===== src/rtl/nms_layer_ctrl.sv =====
// nms_layer_ctrl: layer/iteration sequencing FSM for the NMS QC-LDPC decoder core
module nms_layer_ctrl #(
  parameter int NUM_LAYERS = 4,
  parameter int ITER_W = 5,
  parameter int LAYER_W = (NUM_LAYERS > 1) ? $clog2(NUM_LAYERS) : 1
) (
  input  logic               clk,
  input  logic               rst,
  input  logic               start_i,
  input  logic [ITER_W-1:0]  max_iter_i,
  input  logic               early_term_en_i,
  input  logic               abort_i,
  input  logic               load_done_i,
  input  logic               sort_done_i,
  input  logic               store_done_i,
  input  logic               judge_done_i,
  input  logic               syndrome_ok_i,
  output logic               load_en_o,
  output logic               sort_en_o,
  output logic               cnu_load_o,
  output logic [LAYER_W-1:0] layer_idx_o,
  output logic               judge_o,
  output logic               clr_o,
  output logic               busy_o,
  output logic               done_o,
  output logic               converged_o,
  output logic [ITER_W-1:0]  iter_cnt_o
);
  typedef enum logic [2:0] {IDLE, LOAD, SORT, CNU, STORE, JUDGE, DONE} state_t;
  localparam logic [LAYER_W-1:0] LAST = LAYER_W'(NUM_LAYERS - 1);
  state_t state, state_d;
  logic [LAYER_W-1:0] layer_q, layer_d;
  logic [ITER_W-1:0] iter_q, iter_d, max_q, max_d;
  logic et_q, et_d, conv_q, conv_d;
  always_ff @(posedge clk or posedge rst) begin
    if (rst) begin
      state <= IDLE;
      layer_q <= '0;
      iter_q <= '0;
      max_q <= '0;
      et_q <= 1'b0;
      conv_q <= 1'b0;
    end else begin
      state <= state_d;
      layer_q <= layer_d;
      iter_q <= iter_d;
      max_q <= max_d;
      et_q <= et_d;
      conv_q <= conv_d;
    end
  end
  // abort overrides every handshake and freezes the counters where they stand
  always_comb begin
    state_d = state;
    layer_d = layer_q;
    iter_d = iter_q;
    max_d = max_q;
    et_d = et_q;
    conv_d = conv_q;
    if (abort_i && state != IDLE && state != DONE) begin
      state_d = DONE;
      conv_d = 1'b0;
    end else begin
      case (state)
        IDLE: if (start_i) begin
          state_d = LOAD;
          max_d = (max_iter_i == '0) ? ITER_W'(1) : max_iter_i;
          et_d = early_term_en_i;
          layer_d = '0;
          iter_d = '0;
          conv_d = 1'b0;
        end
        LOAD: state_d = load_done_i ? SORT : LOAD;
        SORT: state_d = sort_done_i ? CNU : SORT;
        CNU: state_d = STORE;
        STORE: if (store_done_i) begin
          state_d = (layer_q == LAST) ? JUDGE : SORT;
          layer_d = (layer_q == LAST) ? '0 : layer_q + 1'b1;
          iter_d = (layer_q == LAST) ? iter_q + ITER_W'(iter_q != '1) : iter_q;
        end
        JUDGE: if (judge_done_i) begin
          state_d = ((et_q && syndrome_ok_i) || iter_q >= max_q) ? DONE : SORT;
          conv_d = (state_d == DONE) ? syndrome_ok_i : conv_q;
        end
        default: state_d = IDLE;
      endcase
    end
  end
  assign load_en_o = state == LOAD;
  assign sort_en_o = state == SORT;
  assign cnu_load_o = state == CNU;
  assign judge_o = state == JUDGE;
  assign done_o = state == DONE;
  assign clr_o = state == DONE;
  assign busy_o = state != IDLE;
  assign layer_idx_o = layer_q;
  assign iter_cnt_o = iter_q;
  assign converged_o = conv_q;
endmodule


===== config.mk =====
export PLATFORM = sky130hd
export DESIGN_NAME = nms_layer_ctrl
export DESIGN_NICKNAME = d
export VERILOG_FILES = /design/src/rtl/nms_layer_ctrl.sv
export SDC_FILE = /design/constraint.sdc
export NUM_CORES = 1
export LEC_CHECK = 0
export BUFFER_PORTS_ARGS = -buffer_cell sky130_fd_sc_hd__buf_2
export CAP_MARGIN = 20
export CORE_UTILIZATION = 40
export DETAILED_ROUTE_END_ITERATION = 10
export GPL_TIMING_DRIVEN = 0
export PLACE_DENSITY = 0.64
export SKIP_CTS_REPAIR_TIMING = 1
export SLEW_MARGIN = 20
export SYNTH_ARGS = -nofsm -noshare
export SYNTH_HDL_FRONTEND = slang
export SYNTH_SLANG_ARGS = --single-unit
export TNS_END_PERCENT = 30

===== constraint.sdc =====
create_clock -name clk -period 1.6 [get_ports clk]
set_input_delay 0.32 -clock clk [delete_from_list [all_inputs] [get_ports clk]]
set_output_delay 0.32 -clock clk [all_outputs]
set_load 0.01 [all_outputs]

==> impl_metrics.tcl, run 1 <==
set metrics [dict create \
    setup_viol 5 \
    violations "setup timing" \
    antenna_found_initial 0 \
    pwr-share-seq 0.263 \
    clockRootBuffer "clkbuf_4" \
    setup_ws_ns -0.103 \
    vias 1109 \
    seq_area_frac_synth 0.370 \
    synth_common_cells "dfrtp_1, o21ai_0, nand2_1" \
    viasPerCell 5.36 \
    clkPwrFrac 0.080 \
    synth-edff-count 0 \
    antenna_left 0 \
    grt_use_total 0.185 \
    fill_cells 243 \
    fp.dieW_um 55.6 \
    dr.pass1.iters 4 \
    status "finished with violations" \
    dp_hpwl_um 1990 \
    cts_tree "built" \
    intPower_uw 1650 \
    arrival_ns 1.88 \
    avgSynthCellArea_sq_um 8.85 \
    fin_skew_ns 0.00836 \
    period_share 1.06 \
    fin_util 0.594 \
    grt_pass1_vias 983 \
    route.detailed.drc 0 \
    syn_to_final_growth_pct 41.1 \
    drt_wl_total_um 2840 \
    clk_latency_ns 0.29 \
    synth_top_cell_area_share 0.370 \
    pre_cts_slack_ns -0.0969 \
    cp-end-kind "flip-flop" \
    yosysWarnings 0 \
    drv_slew 0 \
    min_period_ns 1.70 \
    dieArea_sq_mm 0.00309 \
    hold_class "input pin to asynchronous set/reset pin" \
    switching_share 0.435 \
    fin_cells 207 \
    max_freq_ghz 0.587 \
    relSlewSlack 0.548 \
    drt_iter0_markers 31 \
    rows 19 \
    p_total_uw 2920 \
    grt-ovfl-total 0 \
    tightest_slew_ns 0.677 \
    synth_most_common_cell "dfrtp_1" \
    grt_max_degree 18 \
    cap_viol_max_count 0 \
    powerDensity_mw_per_mm2 1800 \
    worstSetupPathType "flip-flop to flip-flop" \
    max-vdd-ir-drop_mv 1.15 \
    core-area_sq_mm 0.00273 \
    initial_utilization 0.421 \
    postSynthCellCount 130 \
    netlist_area_sq_mm 0.00115 \
    synth_flop_cell "dfrtp_1" \
    io-pin-count 30 \
    ys_types 38 \
    numCtsBuffers 3 \
    ys_async_sr_fraction 1.00 \
    fin_hold_ws_ns 0.107 \
    port-buffer-count 29 \
    start_kind "flip-flop" \
    path_clk_slew_ns 0.11 \
    n_antenna_cell 0 \
    globalplace.congestion 0.799 \
    yosys-top-cells-area "dfrtp_1, ha_1, o21ai_0" \
    syn_nets 153 \
    grt_pass1_wl_um 4510 \
    avgRoutedWirePerCell_um 13.7 \
    cp_max_fo 5 \
    yosysTopAreaCell "dfrtp_1" \
    dp.cells 190 \
    leakage_uw 0.000761 \
    switchingPower_uw 1270 \
    pwr-share-comb 0.658 \
    hold_viol_final 0 \
    synth-seq-cells 17 \
    clock_path_buffers 2 \
    fin_nets 200 \
    drive_gt1_frac 0.443 \
    rsz0062_at_grt "true" \
    crit_required_ns 1.78 \
    die_h_um 55.6 \
    cts.sinks 17 \
    cts-htree-levels 1 \
]
==> registers in the layout (all words and copies together), names as in the netlist <==
register and count:
iter_cnt_o 5, max_q 5, state 3, layer_idx_o 2, converged_o 1, et_q 1
==> per-stage QoR <==
stage | TNS [ns] | instance area (sq um)
floorplan | -0.0198 | 1200
global placement | -0.0926 | 1380
detailed placement | -0.0969 | 1380
CTS | -0.703 | 1410
global route | -0.805 | 1620
finish | -0.213 | 1620
==> path summary, 6_finish.rpt <==
check / slack [ns] / cells past startpoint / end / startpoint
setup / recovery: -0.10 / 6 / converged_o / iter_cnt_o[1]
hold / removal: 0.11 / 2 / iter_cnt_o[0] / rst
setup reg to reg: -0.10 / 6 / converged_o / iter_cnt_o[1]
hold reg to reg: 0.54 / 1 / converged_o / converged_o
max in group asynchronous: 1.01 / 2 / state[0] / rst
min in group clk: 0.24 / 3 / max_q[2] / max_iter_i[2]
==> layout make-up <==
class / instances / area, sq um / area share
sequential: 17 / 433 / 0.267
multi-input combinational: 97 / 751 / 0.463
clock inverter: 1 / 5.00 / 0.00308
clock buffer: 3 / 22.5 / 0.0139
timing repair buffer: 42 / 280 / 0.173
tap: 31 / 38.8 / 0.0239
inverter: 10 / 42.5 / 0.0262
buffer: 6 / 50.0 / 0.0308
==> critical path, cell delays in order (launching register included) <==
cell	delay [ns]
dfrtp_2	0.45
ha_1	0.29
nand4_1	0.11
o21ai_2	0.16
nand2_1	0.08
a41oi_2	0.18
mux2_4	0.32
==> cells by family after synthesis <==
logic type | count (synthesis) | share of synthesized area
muxes | 2 | 0.0196
buffers and inverters | 16 | 0.0675
xor gates and xnor gates | 4 | 0.0305
AOI/OAI and AO/OA | 31 | 0.174
DFF | 17 | 0.370
adders and majority gates | 8 | 0.0871
and+or+nand+nor | 52 | 0.251
==> cell usage in the layout (no fill, tap or decap), types with 4 or more instances in the layout <==
cell	n
inv_1	7
dfrtp_1	11
buf_4	12
xor2_1	4
a21oi_1	6
dfrtp_2	6
nor2_1	9
nand4_1	5
nand2_1	11
buf_6	5
ha_1	4
o21ai_0	12
and3_1	4
buf_2	28
nand3_1	4
==> layer usage <==
| layer | vias up | part of all wire | global-route usage |
|---|---|---|---|
| met5 | - | 0 | 0 |
| met1 | 513 | 0.44 | 0.238 |
| li1 | 559 | - | - |
| met2 | 33 | 0.51 | 0.313 |
| met4 | 0 | 0.013 | 0.0643 |
| met3 | 4 | 0.039 | 0.0326 |
==> power by group through the flow <==
stage	logic [uW]	registers, uW	clock network (uW)
CTS	1430	762	250
detailed placement	1420	771	0
global route	2110	792	265
floorplan	1030	766	0
finish	1920	769	233
global placement	1390	761	0
Power figures use the tool's default switching activity.
==> run 2: changes to the inputs <==
--- a/config.mk
+++ b/config.mk
@@ -7,6 +7,7 @@
 export LEC_CHECK = 0
 export BUFFER_PORTS_ARGS = -buffer_cell sky130_fd_sc_hd__buf_2
 export CAP_MARGIN = 20
+export CORE_ASPECT_RATIO = 1.4
 export CORE_UTILIZATION = 40
 export DETAILED_ROUTE_END_ITERATION = 10
 export GPL_TIMING_DRIVEN = 0
==> run 2 against run 1 <==
The flow still finishes with violations (setup timing). Die area grew 0.11%. Cell count shrank 0.97%. Worst hold slack lost 0.012 ns. Combinational power shrank 10%. Count of clock-buffer cells in the layout grew 1. First-iteration DRC count grew 3.2%. Worst setup slack gained 0.013 ns. Sequential share of layout area grew 1.2 points. Global-route usage grew 1.5 points. Critical endpoint unchanged. Largest cell class unchanged.
==> impl_metrics.tcl, run 2 (synthesis gave the netlist of run 1 again) <==
set metrics [dict create \
    antenna_left 0 \
    max_freq_ghz 0.592 \
    antenna_found_initial 0 \
    pwr-share-comb 0.631 \
    fin_util 0.581 \
    rsz0062_at_grt "true" \
    numCtsBuffers 3 \
    setup_viol 2 \
    setup_ws_ns -0.0900 \
    cp_slowest_cell "dfrtp_2" \
    critPathMaxStageDelay_ns 0.46 \
    switchingPower_uw 1230 \
    path_buf_inv 0 \
    port-buffer-count 29 \
    initial_utilization 0.431 \
    fin_skew_ns 0.00154 \
    n_antenna_cell 0 \
    dp_hpwl_um 2150 \
    crit_required_ns 1.79 \
    avgRoutedWirePerCell_um 13.4 \
    pwr-share-seq 0.285 \
    cts.sinks 17 \
    intPower_uw 1500 \
    tightest_slew_ns 0.641 \
    syn_to_final_growth_pct 34.8 \
    finish.instance_area_sq_mm 0.00155 \
    powerDensity_mw_per_mm2 1760 \
    grt-ovfl-total 0 \
    cp-end-kind "flip-flop" \
    period_share 1.06 \
    route.detailed.drc 0 \
    status "finished with violations" \
    dieArea_sq_mm 0.00310 \
    drv_slew 0 \
    cap_viol_max_count 0 \
    path_cells "ha_4 -> nand2_1 -> nor3_2 -> o21ai_1 -> a41oi_2 -> mux2_4" \
    hold_viol_final 0 \
    placed_cell_area_sq_mm 0.00139 \
    cp_max_fo 4 \
    grt_pass1_wl_um 4400 \
    cts-htree-levels 1 \
    clk_latency_ns 0.29 \
    drive_gt1_frac 0.432 \
    min_period_ns 1.69 \
    fp.dieW_um 47.3 \
    drt_wl_total_um 2760 \
    grt_use_total 0.200 \
    switching_share 0.452 \
    vias 1102 \
    globalplace.congestion 0.913 \
    relSlewSlack 0.572 \
    leakage_uw 0.000707 \
    final_common_cell "buf_2" \
    core-area_sq_mm 0.00267 \
    final_cell_mix "buf_2, o21ai_0, nand2_1, dfrtp_1, nor2_1" \
    fill_cells 256 \
    grt_pass1_vias 1032 \
    crit_family "flip-flops" \
    cts_tree "built" \
    rows 22 \
    dr.pass1.iters 4 \
    fin_nets 193 \
    path_clk_slew_ns 0.09 \
    die_h_um 65.4 \
    viasPerCell 5.38 \
    io-pin-count 30 \
    clock_path_buffers 2 \
    clkPwrFrac 0.084 \
    hold_class "input pin to asynchronous set/reset pin" \
    start_kind "flip-flop" \
    grt_max_degree 18 \
    arrival_ns 1.88 \
    drt_iter0_markers 32 \
    clockRootBuffer "clkbuf_4" \
    max-vdd-ir-drop_mv 0.767 \
    violations "setup timing" \
    worstSetupPathType "flip-flop to flip-flop" \
]
## run 2: changes by cell type in the layout (fill, tap and decap cells not counted), sizes merged
cell,delta
buf,-8
clkinv,-1
clkbuf,+2
## run 2: metrics by stage
stage,setup TNS (ns),hold slack [ns],setup WS [ns],cells,total power [uW]
after floorplan,-0.0198,0.246,-0.0198,130,1800
after CTS,-0.975,0.123,-0.221,199,2450
after global routing,-0.427,0.166,-0.148,205,2980
after global placement,-0.110,0.428,-0.101,195,2160
final,-0.0917,0.0945,-0.0900,205,2730
after detailed placement,-0.106,0.447,-0.100,195,2200
## run 2: layout make-up
type	count	area, sq um	share of cell area
Buffer	6	52.6	0.0339
Tap cell	36	45.0	0.0291
Timing Repair Buffer	35	190	0.123
Clock buffer	4	26.3	0.0169
Multi-Input combinational cell	97	761	0.491
Inverter	10	42.5	0.0274
Sequential cell	17	433	0.279
## run 2: metal layers
metal | vias up | wire (um) | global-route usage
met3 | 5 | 121 | 0.0165
met5 | - | 0 | 0
met1 | 516 | 1100 | 0.236
met2 | 37 | 1480 | 0.348
li1 | 544 | - | -
met4 | 0 | 48 | 0.0893
## run 2: power groups by stage
stage                     Clock (uW)  Combinational, uW  Sequential (uW)
after global routing             249               1930              804
after global placement             0               1400              764
after floorplan                    0               1030              766
after CTS                        238               1440              765
after detailed placement           0               1430              773
final                            231               1720              778
## run 2: final timing paths
| check | from | slack [ns] | end | cells after the start |
|---|---|---|---|---|
| max | iter_cnt_o[4] | -0.09 | converged_o | 6 |
| min | rst | 0.09 | layer_idx_o[0] | 2 |
| max reg2reg | iter_cnt_o[4] | -0.09 | converged_o | 6 |
| min reg2reg | converged_o | 0.51 | converged_o | 1 |
| max in group asynchronous | rst | 1.05 | state[0] | 2 |
| min in group clk | max_iter_i[2] | 0.25 | max_q[2] | 3 |
